<file path="config.mk">
export PLATFORM = sky130hd
export DESIGN_NAME = clock_set_controller
export DESIGN_NICKNAME = d
export VERILOG_FILES = /design/src/rtl/clock_set_controller.sv
export SDC_FILE = /design/constraint.sdc
export NUM_CORES = 1
export LEC_CHECK = 0
export CORE_MARGIN = 2
export CORE_UTILIZATION = 50
export DETAILED_ROUTE_END_ITERATION = 8
export GPL_TIMING_DRIVEN = 0
export PLACE_DENSITY = 0.71
export SLEW_MARGIN = 20
export SYNTH_ARGS = -nofsm -noshare
export SYNTH_HDL_FRONTEND = slang
export SYNTH_SLANG_ARGS = --single-unit
</file>
<file path="constraint.sdc">
create_clock -name clk -period 5.5 [get_ports clk]
set_input_delay 0.55 -clock clk [delete_from_list [all_inputs] [get_ports clk]]
set_output_delay 0.55 -clock clk [all_outputs]
set_load 0.005 [all_outputs]
</file>
<file path="src/rtl/clock_set_controller.sv">
// -----------------------------------------------------------------------------
// clock_set_controller
// Time-set sequencer for the digital clock. It debounces the four pushbuttons
// and walks the user through hour-upper, hour-lower, minute-upper and
// minute-lower digit entry from the DSW switches, clamping each digit to its
// legal range. A validated time goes to the timekeeper with a one-cycle
// time_load strobe.
//
// Ports
//   clk         in   system clock (50 MHz)
//   rst_n       in   asynchronous active-low reset
//   pb_n[3:0]   in   raw buttons, active-low: 0 NEXT, 1 BACK, 2 CANCEL, 3 ENTER
//   dsw[3:0]    in   digit value switches
//   sec_tick    in   one-cycle pulse per second
//   cur_*[3:0]  in   running time from the timekeeper (BCD)
//   set_*[3:0]  out  shadow time being edited (BCD)
//   time_load   out  one-cycle load strobe to the timekeeper
//   setup_mode  out  high while a SET_* or COMMIT state is active
//   loc[1:0]    out  selected digit: 0 HU, 1 HL, 2 MU, 3 ML
//   blink       out  blank phase for the selected digit
//
// Optional feature macro: SET_TIMEOUT_EN
//   Defined: setup aborts, like CANCEL, after TIMEOUT_SEC seconds without a
//   button press, as long as a valid time has been loaded before.
// -----------------------------------------------------------------------------
module clock_set_controller #(
  parameter int DEBOUNCE_CYC = 500000,
  parameter int TIMEOUT_SEC  = 30
) (
  input  logic       clk,
  input  logic       rst_n,
  input  logic [3:0] pb_n,
  input  logic [3:0] dsw,
  input  logic       sec_tick,
  input  logic [3:0] cur_hu,
  input  logic [3:0] cur_hl,
  input  logic [3:0] cur_mu,
  input  logic [3:0] cur_ml,
  output logic [3:0] set_hu,
  output logic [3:0] set_hl,
  output logic [3:0] set_mu,
  output logic [3:0] set_ml,
  output logic       time_load,
  output logic       setup_mode,
  output logic [1:0] loc,
  output logic       blink
);

  localparam int CW = (DEBOUNCE_CYC > 1) ? $clog2(DEBOUNCE_CYC) : 1;

  typedef enum logic [2:0] {
    ST_RUN    = 3'd0,
    ST_SET_HU = 3'd1,
    ST_SET_HL = 3'd2,
    ST_SET_MU = 3'd3,
    ST_SET_ML = 3'd4,
    ST_COMMIT = 3'd5
  } state_t;

  // Saturate a digit to its upper limit.
  function automatic logic [3:0] clamp_digit(input logic [3:0] v, input logic [3:0] lim);
    if (v > lim) return lim;
    else         return v;
  endfunction

  logic [3:0]    sync1_q, sync2_q, deb_q, deb_d, deb_dly_q;
  logic [CW-1:0] cnt_q [4];
  logic [CW-1:0] cnt_d [4];
  logic [3:0]    press_s;
  logic          ev_next_s, ev_back_s, ev_enter_s, cancel_s, timeout_s, in_set_s;
  state_t        state_q, state_d;
  logic [3:0]    set_hu_q, set_hl_q, set_mu_q, set_ml_q, hu_new_s, hl_lim_s;
  logic [1:0]    loc_q;
  logic          blink_q, time_load_q, setup_mode_q, time_valid_q;

  // Button synchronizers, debounced levels and edge-detect delay (released = 1).
  always_ff @(posedge clk or negedge rst_n) begin
    if (!rst_n) begin
      sync1_q   <= 4'hF;
      sync2_q   <= 4'hF;
      deb_q     <= 4'hF;
      deb_dly_q <= 4'hF;
      for (int i = 0; i < 4; i++) cnt_q[i] <= '0;
    end else begin
      sync1_q   <= pb_n;
      sync2_q   <= sync1_q;
      deb_q     <= deb_d;
      deb_dly_q <= deb_q;
      for (int i = 0; i < 4; i++) cnt_q[i] <= cnt_d[i];
    end
  end

  // Debounce: count consecutive samples that disagree with the debounced level.
  always_comb begin
    deb_d = deb_q;
    for (int i = 0; i < 4; i++) begin
      cnt_d[i] = cnt_q[i];
      if (sync2_q[i] == deb_q[i]) begin
        cnt_d[i] = '0;
      end else if (cnt_q[i] == CW'(DEBOUNCE_CYC - 1)) begin
        cnt_d[i] = '0;
        deb_d[i] = sync2_q[i];
      end else begin
        cnt_d[i] = cnt_q[i] + CW'(1);
      end
    end
  end

  // A press event is the debounced 1->0 edge, so a held button fires once.
  assign press_s    = deb_dly_q & ~deb_q;
  assign ev_next_s  = press_s[0];
  assign ev_back_s  = press_s[1];
  assign ev_enter_s = press_s[3];
  assign in_set_s   = (state_q == ST_SET_HU) || (state_q == ST_SET_HL) ||
                      (state_q == ST_SET_MU) || (state_q == ST_SET_ML);

`ifdef SET_TIMEOUT_EN
  localparam int TW = $clog2(TIMEOUT_SEC + 1);
  logic [TW-1:0] to_cnt_q;

  assign timeout_s = (to_cnt_q == TW'(TIMEOUT_SEC));

  // Inactivity seconds counter. Entry to SET_HU always comes from a press, so
  // clearing on any press also covers the entry case. Saturates at the limit.
  always_ff @(posedge clk or negedge rst_n) begin
    if (!rst_n)                               to_cnt_q <= '0;
    else if (|press_s)                        to_cnt_q <= '0;
    else if (in_set_s && sec_tick && !timeout_s) to_cnt_q <= to_cnt_q + TW'(1);
    else                                      to_cnt_q <= to_cnt_q;
  end
`else
  assign timeout_s = 1'b0;
`endif

  // Abort is only honoured once a valid time exists; before that the user must commit.
  assign cancel_s = (press_s[2] | timeout_s) & time_valid_q;
  assign hu_new_s = clamp_digit(dsw, 4'd2);
  assign hl_lim_s = (set_hu_q < 4'd2) ? 4'd9 : 4'd3;

  // Next-state selection; CANCEL outranks NEXT, which outranks BACK.
  always_comb begin
    state_d = state_q;
    case (state_q)
      ST_RUN:    if (ev_enter_s) state_d = ST_SET_HU; else state_d = ST_RUN;
      ST_SET_HU: if (cancel_s) state_d = ST_RUN; else if (ev_next_s) state_d = ST_SET_HL;
                 else state_d = ST_SET_HU;
      ST_SET_HL: if (cancel_s) state_d = ST_RUN; else if (ev_next_s) state_d = ST_SET_MU;
                 else if (ev_back_s) state_d = ST_SET_HU; else state_d = ST_SET_HL;
      ST_SET_MU: if (cancel_s) state_d = ST_RUN; else if (ev_next_s) state_d = ST_SET_ML;
                 else if (ev_back_s) state_d = ST_SET_HL; else state_d = ST_SET_MU;
      ST_SET_ML: if (cancel_s) state_d = ST_RUN; else if (ev_next_s) state_d = ST_COMMIT;
                 else if (ev_back_s) state_d = ST_SET_MU; else state_d = ST_SET_ML;
      ST_COMMIT: state_d = ST_RUN;
      default:   state_d = ST_SET_HU;
    endcase
  end

  // FSM state, registered outputs and shadow digits.
  always_ff @(posedge clk or negedge rst_n) begin
    if (!rst_n) begin
      state_q      <= ST_SET_HU;
      set_hu_q     <= 4'd0;
      set_hl_q     <= 4'd0;
      set_mu_q     <= 4'd0;
      set_ml_q     <= 4'd0;
      loc_q        <= 2'd0;
      blink_q      <= 1'b0;
      time_load_q  <= 1'b0;
      setup_mode_q <= 1'b1;
      time_valid_q <= 1'b0;
    end else begin
      state_q      <= state_d;
      time_load_q  <= (state_d == ST_COMMIT);
      setup_mode_q <= (state_d != ST_RUN);
      if (state_q == ST_COMMIT) time_valid_q <= 1'b1;
      else                      time_valid_q <= time_valid_q;

      if (state_d != state_q)        blink_q <= 1'b0;
      else if (in_set_s && sec_tick) blink_q <= ~blink_q;
      else                           blink_q <= blink_q;

      case (state_d)
        ST_SET_HU: loc_q <= 2'd0;
        ST_SET_HL: loc_q <= 2'd1;
        ST_SET_MU: loc_q <= 2'd2;
        ST_SET_ML: loc_q <= 2'd3;
        default:   loc_q <= loc_q;
      endcase

      case (state_q)
        ST_RUN: begin
          if (ev_enter_s) begin
            set_hu_q <= cur_hu;
            set_hl_q <= cur_hl;
            set_mu_q <= cur_mu;
            set_ml_q <= cur_ml;
          end
        end
        ST_SET_HU: begin
          set_hu_q <= hu_new_s;
          // Leaving with hour 2x: pull an out-of-range lower hour down to 23.
          if ((state_d != ST_SET_HU) && (hu_new_s == 4'd2) && (set_hl_q > 4'd3))
            set_hl_q <= 4'd3;
        end
        ST_SET_HL: set_hl_q <= clamp_digit(dsw, hl_lim_s);
        ST_SET_MU: set_mu_q <= clamp_digit(dsw, 4'd5);
        ST_SET_ML: set_ml_q <= clamp_digit(dsw, 4'd9);
        default: begin
          set_hu_q <= set_hu_q;
        end
      endcase
    end
  end

  assign set_hu     = set_hu_q;
  assign set_hl     = set_hl_q;
  assign set_mu     = set_mu_q;
  assign set_ml     = set_ml_q;
  assign time_load  = time_load_q;
  assign setup_mode = setup_mode_q;
  assign loc        = loc_q;
  assign blink      = blink_q;

endmodule
</file>
==> run_results.csv, run 1 <==
group,metric,value,unit
outcome,status,"completed",
global_route,grt.busiest_layer,"met2",
layout,final_cell_count_no_fill,775,
clocking,cts_made_buffers,17,
sta,final.period_utilization,0.4210,
setup_path,crit_slowest_cell,"or3_1",
routing,drc,0,
layout,utilization,0.6341,
sta,rsz0062_at_grt,"false",
die,die_x,109.7,µm
layout,drive_above_1_share,0.1323,
logic_synthesis,ys.flop_type,"dfrtp_1",
place,detailed_place_hpwl,7826,µm
global_route,grt_pass1_vias,4200,
layout,nNetsFinal,655,
sta,slew_headroom,0.5545,
place,placedCellCount,742,
global_route,grt_util_met3,0.06106,
setup_path,crit_family,"simple AND/OR/NAND/NOR gates",
sta,fin_skew,0.005332,ns
sta,worst_pin_slew,0.6621,ns
sta,drv_slew,0,
place,dpl_cell_area,6255,µm²
logic_synthesis,postSynthAreaPerCell,10.07,µm²
global_route,antenna_found_initial,0,
routing,viasPerCell,5.368,
power,p_leak,2.991,nW
logic_synthesis,synthDistinctLibCells,52,
global_route,grt-ovfl-total,0,
routing,dr_total_vias,4160,
logic_synthesis,syn_nets,588,
setup_path,slowest_delay,0.43,ns
clocking,clockBufferDepth,2,
die,rows,38,
setup_path,cp.arrival,2.70,ns
sta,period_minus_slack,2.315,ns
die,coreArea,10890,µm²
clocking,cts-root-buf,"clkbuf_8",
setup_path,endpoint_kind,"flip-flop",
setup_path,crit_chain,"or3_1 -> ha_1 -> a31oi_1 -> o22ai_1 -> mux2_2 -> nor3_1 -> a211oi_1",
clocking,clk_latency,0.51,ns
sta,hold_violations,0,
clocking,htree_num_levels,4,
die,start_util,0.5134,
routing,ant_nets,0,
logic_synthesis,ys_async_sr_fraction,1.000,
routing,drt-total-wl,11610,µm
global_route,grt_pass1_wl,19840,µm
routing,first_iter_violations,225,
setup_path,reg2reg_slack,3.18,ns
logic_synthesis,yosys_warnings,0,
flow_run,maxCapViolCount,0,
setup_path,crit_buf_inv,0,
sta,setup_violations,0,
setup_path,cp.required,5.88,ns
layout,area_growth,23.50,%
logic_synthesis,ys_ff_latch,117,
logic_synthesis,synth_edf_count,0,
clocking,clkTransAtPathRegs,0.06,ns
place,portBuffers,46,
layout,layout_commonest_cell,"nor2_1",
global_route,grt_max_degree,68,
layout,nFillCells,875,
clocking,cts_tree,"yes",
global_route,grt_usage,0.2130,
setup_path,start_kind,"flip-flop",
layout,final_area,6904,µm²
logic_synthesis,ys_seq_area_frac,0.5278,
layout,antennaDiodeCount,0,
sta,holdWs,0.3548,ns
setup_path,worstPathMaxFanout,4,
worst_hold_path,min_path_type,"reg -> reg",
global_route,grt_use_met2,0.3395,
clocking,post-cts-setup-buffer-count,0,
setup_path,worstSetupPathType,"reg -> reg",
die,top_level_ports,48,
routing,drtPass1Iterations,4,
routing,wl_per_cell,14.98,µm
place,place_congestion,0.8425,
power,vdd_drop_max,0.2034,mV
layout,final_cell_mix,"113 x nor2_1, 99 x dfrtp_1, 45 x nand2_1, 45 x clkdlybuf4s50_1, 42 x xor2_1",
logic_synthesis,synth_area,5590,µm²
sta,timing.fmax,0.4319,GHz
logic_synthesis,synthCells,555,
global_route,use_met1,0.2828,
power,power,0.002167,W
die,dieArea,12040,µm²
power,powerDensity,313.9,nW/µm²
clocking,cts_sinks,117,
die,dieHeight,109.7,µm
==> cell usage after synthesis, types with 7 or more instances <==
master,number,area (µm²)
nand2_1,45,168.9
nor3_1,10,50.05
and3_1,15,93.84
nand4_1,15,93.84
xor2_1,42,367.9
mux2_2,8,90.09
dfstp_2,18,473.0
xnor2_1,35,306.5
inv_1,13,48.80
nand3_1,33,165.2
nor2_1,113,424.2
nor4_1,7,43.79
buf_2,8,40.04
dfrtp_1,99,2477
==> cell families (layout without fill, tap and decap cells) <==
logic type / after synthesis / count (layout) / share of synthesized area
simple gates: 276 / 276 / 0.2406
flops: 117 / 117 / 0.5278
xor+xnor: 77 / 77 / 0.1206
compound gates: 36 / 36 / 0.04588
buf+inv: 29 / 109 / 0.02484
mux: 13 / 13 / 0.02507
fa+ha+maj: 7 / 7 / 0.01522
==> worst paths after layout <==
kind | end | start | cells after the start
max | set_hl[1] | set_hu[3] | 7
min | sync2_q[1] | sync1_q[1] | 0
max reg2reg | set_hl[1] | set_hu[3] | 7
min reg2reg | sync2_q[1] | sync1_q[1] | 0
max in group asynchronous | deb_dly_q[2] | rst_n | 3
min in group asynchronous | cnt_q[49] | rst_n | 2
==> final cells by class <==
type	instances	area (µm²)	area share
clock buffers	23	466.7	0.06760
repair buffers	48	499.2	0.07231
well taps	140	175.2	0.02537
inverters	13	48.80	0.007068
flip-flops and latches	117	2950	0.4273
plain buffers	16	90.09	0.01305
multi-input cells	409	2501	0.3623
clock inverters	9	172.7	0.02501
==> repair_timing <==
item,in CTS,in global routing
gates resized for setup,0,0
hold endpoints to repair,41,0
hold buffers,1,0
==> report_power, final <==
group / switching (W) / internal [W]
registers: 0.0000109 / 0.000878
logic: 0.0000459 / 0.0000407
clock network: 0.000377 / 0.000815
total: 0.000433 / 0.00173
==> per-stage QoR <==
step | setup slack (ns) | TNS (ns)
after detailed placement | 2.894 | 0
final | 3.185 | 0
after floorplan | 3.440 | 0
after global placement | -0.4876 | -47.79
after CTS | 3.166 | 0
after global routing | 3.038 | 0
==> metal layers <==
layer,vias up,wire (µm)
met1,2029,5406
met4,0,77
met3,7,604
li1,2023,-
met5,-,0
met2,101,5521
==> registers in the layout (all words and copies together), names as in the netlist <==
| signal | cells |
|---|---|
| cnt_q | 76 |
| deb_dly_q | 4 |
| deb_q | 4 |
| set_hl | 4 |
| set_hu | 4 |
| set_ml | 4 |
| set_mu | 4 |
| sync1_q | 4 |
| sync2_q | 4 |
| state_q | 3 |
| loc | 2 |
| blink | 1 |
| setup_mode | 1 |
| time_load | 1 |
| time_valid_q | 1 |
No activity file was read; power rests on OpenSTA's default activity.
==> run 2: changes to the inputs <==
PLACE_DENSITY = 0.73   (was 0.71)
clock period = 2 ns   (was 5.5 ns; I/O delays follow)
==> run 2 against run 1 <==
Against the previous run:
- utilization grew 0.97 points
- via count fell by 0.38%
- first-iteration DRC count shrank 18%
- the flow now finishes with violations (negative setup slack)
- largest cell class unchanged
- wire length shrank 1.8%
- die area unchanged
- clock skew rose by 0.0024 ns
==> run_results.csv, run 2 (same netlist as run 1, synthesis figures left out) <==
group,metric,value,unit
outcome,status,"finished, violations left",
outcome,violations,"negative setup slack",
layout,largest-register,"cnt_q",
clocking,clk_latency,0.52,ns
setup_path,crit_family,"simple AND/OR/NAND/NOR gates",
sta,worst_pin_slew,0.5395,ns
power,power,0.005759,W
routing,first_iter_violations,184,
global_route,grt_max_degree,70,
setup_path,cp.arrival,2.46,ns
routing,dr_total_vias,4144,
sta,slew_headroom,0.6376,
power,p_sw,0.001172,W
sta,hold_violations,0,
global_route,grt_pass1_vias,4197,
layout,layout_commonest_cell,"nor2_1",
setup_path,endpoint_kind,"flip-flop",
sta,period_minus_slack,2.073,ns
setup_path,crit_slowest_cell,"or3_4",
die,die_x,109.7,µm
power,power_frac_comb,0.043,
power,p_leak,3.022,nW
power,vdd_drop_max,0.5114,mV
routing,drt-total-wl,11400,µm
place,portBuffers,46,
routing,drc,0,
layout,drive_above_1_share,0.1612,
die,top_level_ports,48,
global_route,grt_usage,0.2097,
routing,drtPass1Iterations,4,
die,dieHeight,109.7,µm
routing,wl_per_cell,14.64,µm
sta,setup_tns,-0.1433,ns
sta,drv_slew,0,
sta,timing.fmax,0.4825,GHz
clocking,clkTransAtPathRegs,0.06,ns
place,detailed_place_hpwl,7649,µm
die,dieArea,12040,µm²
die,coreArea,10890,µm²
setup_path,worstPathMaxFanout,4,
clocking,cts-root-buf,"clkbuf_8",
layout,largest_reg_flops,76,
clocking,cts_made_buffers,17,
global_route,grt_pass1_wl,19220,µm
layout,nNetsFinal,659,
layout,utilization,0.6438,
worst_hold_path,min_path_type,"in -> reg",
power,p_seq_frac,0.424,
layout,antennaDiodeCount,0,
layout,final_cell_mix,"112 x nor2_1, 99 x dfrtp_1, 45 x nand2_1, 45 x clkdlybuf4s50_1, 42 x xor2_1",
sta,rsz0062_at_grt,"true",
place,place_congestion,0.9030,
sta,setup_violations,2,
die,start_util,0.5134,
power,clock_power_share,0.532,
sta,final.period_utilization,1.036,
flow_run,maxCapViolCount,0,
clocking,htree_num_levels,4,
setup_path,crit_buf_inv,0,
setup_path,crit_chain,"or3_4 -> ha_4 -> a31oi_2 -> o22ai_2 -> mux2_2 -> nor3_2 -> a211oi_1",
setup_path,worstSetupPathType,"reg -> reg",
global_route,antenna_found_initial,0,
setup_path,slowest_delay,0.44,ns
global_route,grt-ovfl-total,0,
routing,viasPerCell,5.320,
clocking,cts_tree,"yes",
power,powerDensity,821.6,nW/µm²
setup_path,start_kind,"flip-flop",
clocking,cts_sinks,117,
layout,nFillCells,854,
die,rows,38,
layout,area_growth,25.38,%
routing,ant_nets,0,
sta,fin_skew,0.007687,ns
power,p_int,0.004587,W
power,p_sw_frac,0.2034,
sta,finalWorstSetupSlack,-0.07265,ns
clocking,clockBufferDepth,2,
setup_path,cp.required,2.39,ns
[run 2: per-stage QoR]
step	instances	setup slack (ns)	cell area, µm²	hold slack (ns)
finish	779	-0.07265	7009	0.08370
global route	779	-0.1571	7009	0.06377
CTS	776	-0.09364	6912	0.05786
detailed placement	742	-0.1912	6272	0.1704
global placement	741	-3.640	6243	0.3466
floorplan	555	0.002044	5608	-0.09559
[run 2: what timing repair did]
| item | in CTS | in global routing |
|---|---|---|
| hold endpoints to repair | 48 | 0 |
| setup buffers | 1 | 3 |
| hold buffers | 1 | 0 |
| resized for setup | 2 | 16 |
| pin swaps | 2 | 4 |
| setup endpoints to repair | 12 | 42 |
[run 2: final timing paths]
kind / end / start / slack (ns) / depth (start not counted)
worst min-delay path: sync1_q[1] / pb_n[1] / 0.08 / 1
worst min register to register: sync2_q[2] / sync1_q[2] / 0.35 / 0
min in group asynchronous: cnt_q[43] / rst_n / 0.18 / 2
worst max register to register: set_hl[1] / set_hu[2] / -0.07 / 7
max in group asynchronous: sync2_q[0] / rst_n / 1.11 / 3
worst max-delay path: set_hl[1] / set_hu[2] / -0.07 / 7
[run 2: area by class of cell]
type,instances,area [µm²],share of cell area
buffer,16,95.09,0.01357
clock buffer,24,490.5,0.06997
clock inverter,8,120.1,0.01714
inverter,13,51.30,0.007319
multi-input combinational,409,2597,0.3706
sequential,117,2950,0.4209
tap,140,175.2,0.02499
timing repair buffer,52,529.3,0.07551
[run 2: layer usage]
metal | GRT usage | routed length, µm
met4 | 0.07957 | 198
met2 | 0.3316 | 5355
met1 | 0.2708 | 5344
met5 | 0 | 0
met3 | 0.06520 | 504
[run 2: power by group through the flow]
stage / sequential, W / clock, W / combinational (W)
after floorplan: 0.00248 / 0 / 0.0000932
after global routing: 0.00245 / 0.00324 / 0.000282
final: 0.00244 / 0.00307 / 0.000248
after global placement: 0.00248 / 0 / 0.000230
after CTS: 0.00244 / 0.00313 / 0.000246
after detailed placement: 0.00248 / 0 / 0.000242
==> run 3: changes to the inputs <==
CORE_ASPECT_RATIO = 2   (was not set)
SLEW_MARGIN = 0   (was 20)
==> run 3 against run 2 <==
Against the previous run:
- the flow still finishes with violations (negative setup slack)
- hold slack better by 0.12 ns
- die area up 0.42%
- non-clock buffer count shrank 1
- count of clock-buffer cells in the layout unchanged
- combinational power grew 2%
- sequential share of layout area is 0.16 points lower
- setup slack improved by 0.0088 ns
- first-iteration DRC count unchanged
- critical endpoint is now set_hl[3]
==> run_results.csv, run 3 (same netlist as run 1, synthesis figures left out) <==
group,metric,value,unit
routing,drtPass1Iterations,4,
layout,utilization,0.6469,
setup_path,worstSetupPathType,"reg -> reg",
setup_path,r2r_end,"set_hl[3]",
place,dp_slack,-0.2156,ns
clocking,cts-root-buf,"clkbuf_16",
power,p_seq_frac,0.425,
power,clock_power_share,0.531,
layout,antennaDiodeCount,0,
layout,largest-register,"cnt_q",
sta,setup_violations,2,
setup_path,slowest_delay,0.43,ns
routing,wl_per_cell,15.08,µm
worst_hold_path,min-delay-start,"pb_n[2]",
clocking,cts_made_buffers,17,
power,p_leak,3.039,nW
power,p_sw_frac,0.2067,
power,p_int,0.004558,W
layout,largest_reg_flops,76,
sta,finalWorstSetupSlack,-0.06389,ns
global_route,grt_pass1_vias,4496,
setup_path,crit_chain,"or3_4 -> ha_4 -> a31oi_4 -> o22ai_4 -> mux2i_1 -> o31ai_1 -> mux2_4",
clocking,htree_num_levels,4,
power,powerDensity,816.4,nW/µm²
layout,area_growth,25.87,%
die,dieArea,12090,µm²
routing,viasPerCell,5.387,
setup_path,start_kind,"flip-flop",
sta,timing.fmax,0.4845,GHz
setup_path,worstPathMaxFanout,3,
setup_path,cp.required,2.29,ns
place,portBuffers,46,
setup_path,r2r_cells,7,
sta,slew_headroom,0.3930,
layout,nNetsFinal,658,
routing,drt-total-wl,11730,µm
global_route,grt_usage,0.2095,
worst_hold_path,hold_end,"sync1_q[2]",
clocking,clkTransAtPathRegs,0.05,ns
routing,first_iter_violations,184,
setup_path,cp.arrival,2.35,ns
global_route,grt-ovfl-total,0,
flow_run,maxCapViolCount,0,
clocking,cts_sinks,117,
clocking,clockBufferDepth,2,
sta,final.period_utilization,1.032,
die,dieHeight,153.5,µm
place,place_congestion,0.8069,
sta,rsz0062_at_grt,"true",
power,p_sw,0.001187,W
routing,dr_total_vias,4191,
die,start_util,0.5139,
clocking,clk_latency,0.41,ns
die,rows,54,
layout,final_cell_mix,"110 x nor2_1, 99 x dfrtp_1, 45 x nand2_1, 45 x clkdlybuf4s50_1, 42 x xor2_1",
setup_path,r2r-start,"set_hu[2]",
die,top_level_ports,48,
layout,layout_commonest_cell,"nor2_1",
die,coreArea,10880,µm²
place,detailed_place_hpwl,8018,µm
layout,drive_above_1_share,0.1661,
setup_path,reg2reg_slack,-0.06,ns
routing,ant_nets,0,
clocking,cts_tree,"yes",
worst_hold_path,hold_depth,1,
power,vdd_drop_max,0.6961,mV
routing,drc,0,
sta,fin_skew,0.009334,ns
sta,drv_slew,0,
setup_path,endpoint_kind,"flip-flop",
sta,period_minus_slack,2.064,ns
global_route,grt_max_degree,72,
outcome,status,"finished, violations left",
sta,hold_violations,0,
power,power_frac_comb,0.044,
die,die_x,78.77,µm
global_route,antenna_found_initial,0,
worst_hold_path,min_path_type,"in -> reg",
sta,worst_pin_slew,0.9105,ns
outcome,violations,"negative setup slack",
global_route,grt_pass1_wl,20160,µm
setup_path,crit_slowest_cell,"or3_4",
layout,nFillCells,847,
==> run 3: critical path, delay by kind of cell (launching register included) <==
kind,cells,cell delay [ns]
compound gates,3,0.31
mux,2,0.51
simple gates,1,0.43
flops,1,0.38
fa+ha+maj,1,0.32
==> run 3: per-stage QoR <==
step | cell area, µm² | hold slack (ns) | std cells | power, W | setup TNS, ns
global placement | 6243 | 0.3456 | 741 | 0.002710 | -394.88
global route | 7037 | 0.2035 | 778 | 0.005940 | -0.4534
CTS | 6964 | 0.1940 | 778 | 0.005799 | -0.07542
finish | 7037 | 0.2060 | 778 | 0.005745 | -0.08774
detailed placement | 6269 | 0.3475 | 742 | 0.002725 | -1.361
floorplan | 5608 | -0.09559 | 555 | 0.002571 | 0
==> run 3: worst max-delay path by stage <==
stage / start / to / slack (ns)
after floorplan: set_hu[3] / set_hl[1] / 0.002
after global placement: rst_n / cnt_q[28] / -3.59
after detailed placement: dsw[3] / set_hl[3] / -0.22
after CTS: set_hu[1] / set_hl[3] / -0.05
after global routing: set_hu[2] / set_hl[3] / -0.13
final: set_hu[2] / set_hl[3] / -0.06
==> run 3: layout make-up <==
type / instances / area [µm²] / area share
Sequential cell: 117 / 2950 / 0.4193
Multi-Input combinational cell: 409 / 2636 / 0.3746
Timing Repair Buffer: 53 / 533.0 / 0.07575
Clock buffer: 24 / 511.7 / 0.07272
Tap cell: 140 / 175.2 / 0.02489
Clock inverter: 8 / 95.09 / 0.01351
Buffer: 14 / 86.33 / 0.01227
Inverter: 13 / 48.80 / 0.006935
==> run 3: power groups by stage <==
stage	clock, W	sequential [W]	combinational [W]
after floorplan	0	0.00248	0.0000932
after global placement	0	0.00248	0.000229
after detailed placement	0	0.00248	0.000242
after CTS	0.00310	0.00244	0.000254
after global routing	0.00321	0.00245	0.000286
final	0.00305	0.00244	0.000254
==> run 3: routing by layer <==
metal / GRT usage / part of all wire / vias to the layer above
met2: 0.3879 / 0.56 / 68
li1: - / - / 2024
met3: 0.04871 / 0.026 / 27
met1: 0.2215 / 0.38 / 2072
met4: 0.08688 / 0.027 / 0
met5: 0 / 0 / -
==> run 3: timing repair <==
action                                  in CTS  in global routing
endpoints found under the hold margin       66                  0
endpoints found under the setup margin      22                 49
gates resized for setup                      9                 13
setup buffers                                4                  1
pin swaps                                    4                  5
hold buffers                                 1                  0
==> edit: new RTL, config.mk and constraints of run 2 <==
The parameter `DEBOUNCE_CYC` goes from 500000 to 2000000.
--- a/src/rtl/clock_set_controller.sv
+++ b/src/rtl/clock_set_controller.sv
@@ -24,7 +24,7 @@
 //   button press, as long as a valid time has been loaded before.
 // -----------------------------------------------------------------------------
 module clock_set_controller #(
-  parameter int DEBOUNCE_CYC = 500000,
+  parameter int DEBOUNCE_CYC = 2000000,
   parameter int TIMEOUT_SEC  = 30
 ) (
   input  logic       clk,
Function: no difference found for any inputs over 10 cycles, from zero or initial values and one cycle with rst_n low; that may be too few to reach the edited logic, so the function may still have changed.
==> edit against run 2 <==
- total power up 3.2%
- wire length up 8.8%
- area after synthesis is 7.2% higher
- critical path depth rose by 1
- synthesized cell count up 8.5%
- setup slack better by 0.11 ns
- final area increased by 8.2%
- sequential cell count grew 8
- first-iteration DRC count increased by 58%
- largest cell class unchanged
==> edit: results (changes against run 2) <==
.. list-table::
   :header-rows: 1

   * - Metric
     - Value
   * - DP Worst Slack
     - -0.103 ns (was -0.191 ns)
   * - Adder-cell area share of the yosys netlist
     - 1.42% (was 1.52%)
   * - Sequential share of cell area
     - 41.6% (was 42.1%)
   * - Syn nets
     - 635 (was 588)
   * - All-Layer GR Usage
     - 20.3% (was 21.0%)
   * - Layout cell share with drive strength beyond 1
     - 17.4% (was 16.1%)
   * - Worst skew pair latency
     - 0.41 ns (was 0.52 ns)
   * - Total number of clock tree sinks
     - 125 (was 117)
   * - Iteration-0 DRC Markers
     - 291 (was 184)
   * - Distinct cell type count of the synthesized netlist
     - 54 (was 52)
   * - Total routed wirelength
     - 12,400 um (was 11,400 um)
   * - Synth Area per Inst
     - 9.95 um2 (was 10.1 um2)
   * - First-pass GRT wire length
     - 21,100 um (was 19,200 um)
   * - Post-synthesis share of cell area spent on xor and xnor gates
     - 11.8% (was 12.1%)
   * - Run status
     - finished, final reports clean (was finished with violations)
   * - Area fraction of clock buffers and clock inverters
     - 8.05% (was 8.71%)
   * - Instance area after placement
     - 6660 um2 (was 6270 um2)
   * - Ranking of synthesized cells by area
     - dfrtp_1 (45%), xor2_1 (8.2%), dfstp_2 (7.9%), nor2_1 (7.2%), xnor2_1 (3.7%) (was dfrtp_1 (44%), dfstp_2 (8.5%), nor2_1 (7.6%), xor2_1 (6.6%), xnor2_1 (5.5%))
   * - Power density normalized to cell area
     - 784 nW/um2 (was 822 nW/um2)
   * - WL/cell
     - 14.8 um (was 14.6 um)
   * - Inverter count
     - 16 (was 13)
   * - Share of the synthesized area in compound gates (AO/OA/AOI/OAI)
     - 5.53% (was 4.59%)
   * - Final-layout clock buffer total
     - 27 (was 24)
   * - Multi-input combinational area share
     - 37.9% (was 37.1%)
   * - Multi-In Gates
     - 443 (was 409)
   * - Met2 demand-to-capacity share in global routing
     - 33.0% (was 33.2%)
   * - HPWL reported at the end of detailed placement
     - 8400 um (was 7650 um)
   * - Global-route met1 utilization
     - 26.2% (was 27.1%)
   * - Final net count
     - 714 (was 659)
   * - Share of cell area taken by muxes after synthesis
     - 2.00% (was 2.51%)
-- edit: cell types whose count changed in the layout (fill, tap and decap cells not counted), moves of 5 or more --
cell,before,now
nand3_1,33,39
dfrtp_1,99,107
o21ai_0,6,12
buf_4,8,13
xnor2_1,35,24
xor2_1,42,56
-- edit: worst paths after layout --
check | from | slack [ns] | depth (start not counted) | endpoint
setup / recovery | set_hu[2] | 0.04 | 8 | set_hl[3]
hold / removal | pb_n[2] | 0.20 | 1 | sync1_q[2]
setup reg to reg | set_hu[2] | 0.04 | 8 | set_hl[3]
hold reg to reg | sync1_q[0] | 0.35 | 0 | sync2_q[0]
max in group asynchronous | rst_n | 0.89 | 3 | deb_q[2]
min in group asynchronous | rst_n | 0.36 | 2 | cnt_q[15]
-- edit: report_power, final --
group	internal, uW	total (uW)	switching [uW]	leakage, uW
sequential	2580	2610	32.8	0.00163
clock	2060	3080	1020	0.000300
combinational	118	253	135	0.00142
total	4760	5950	1190	0.00335
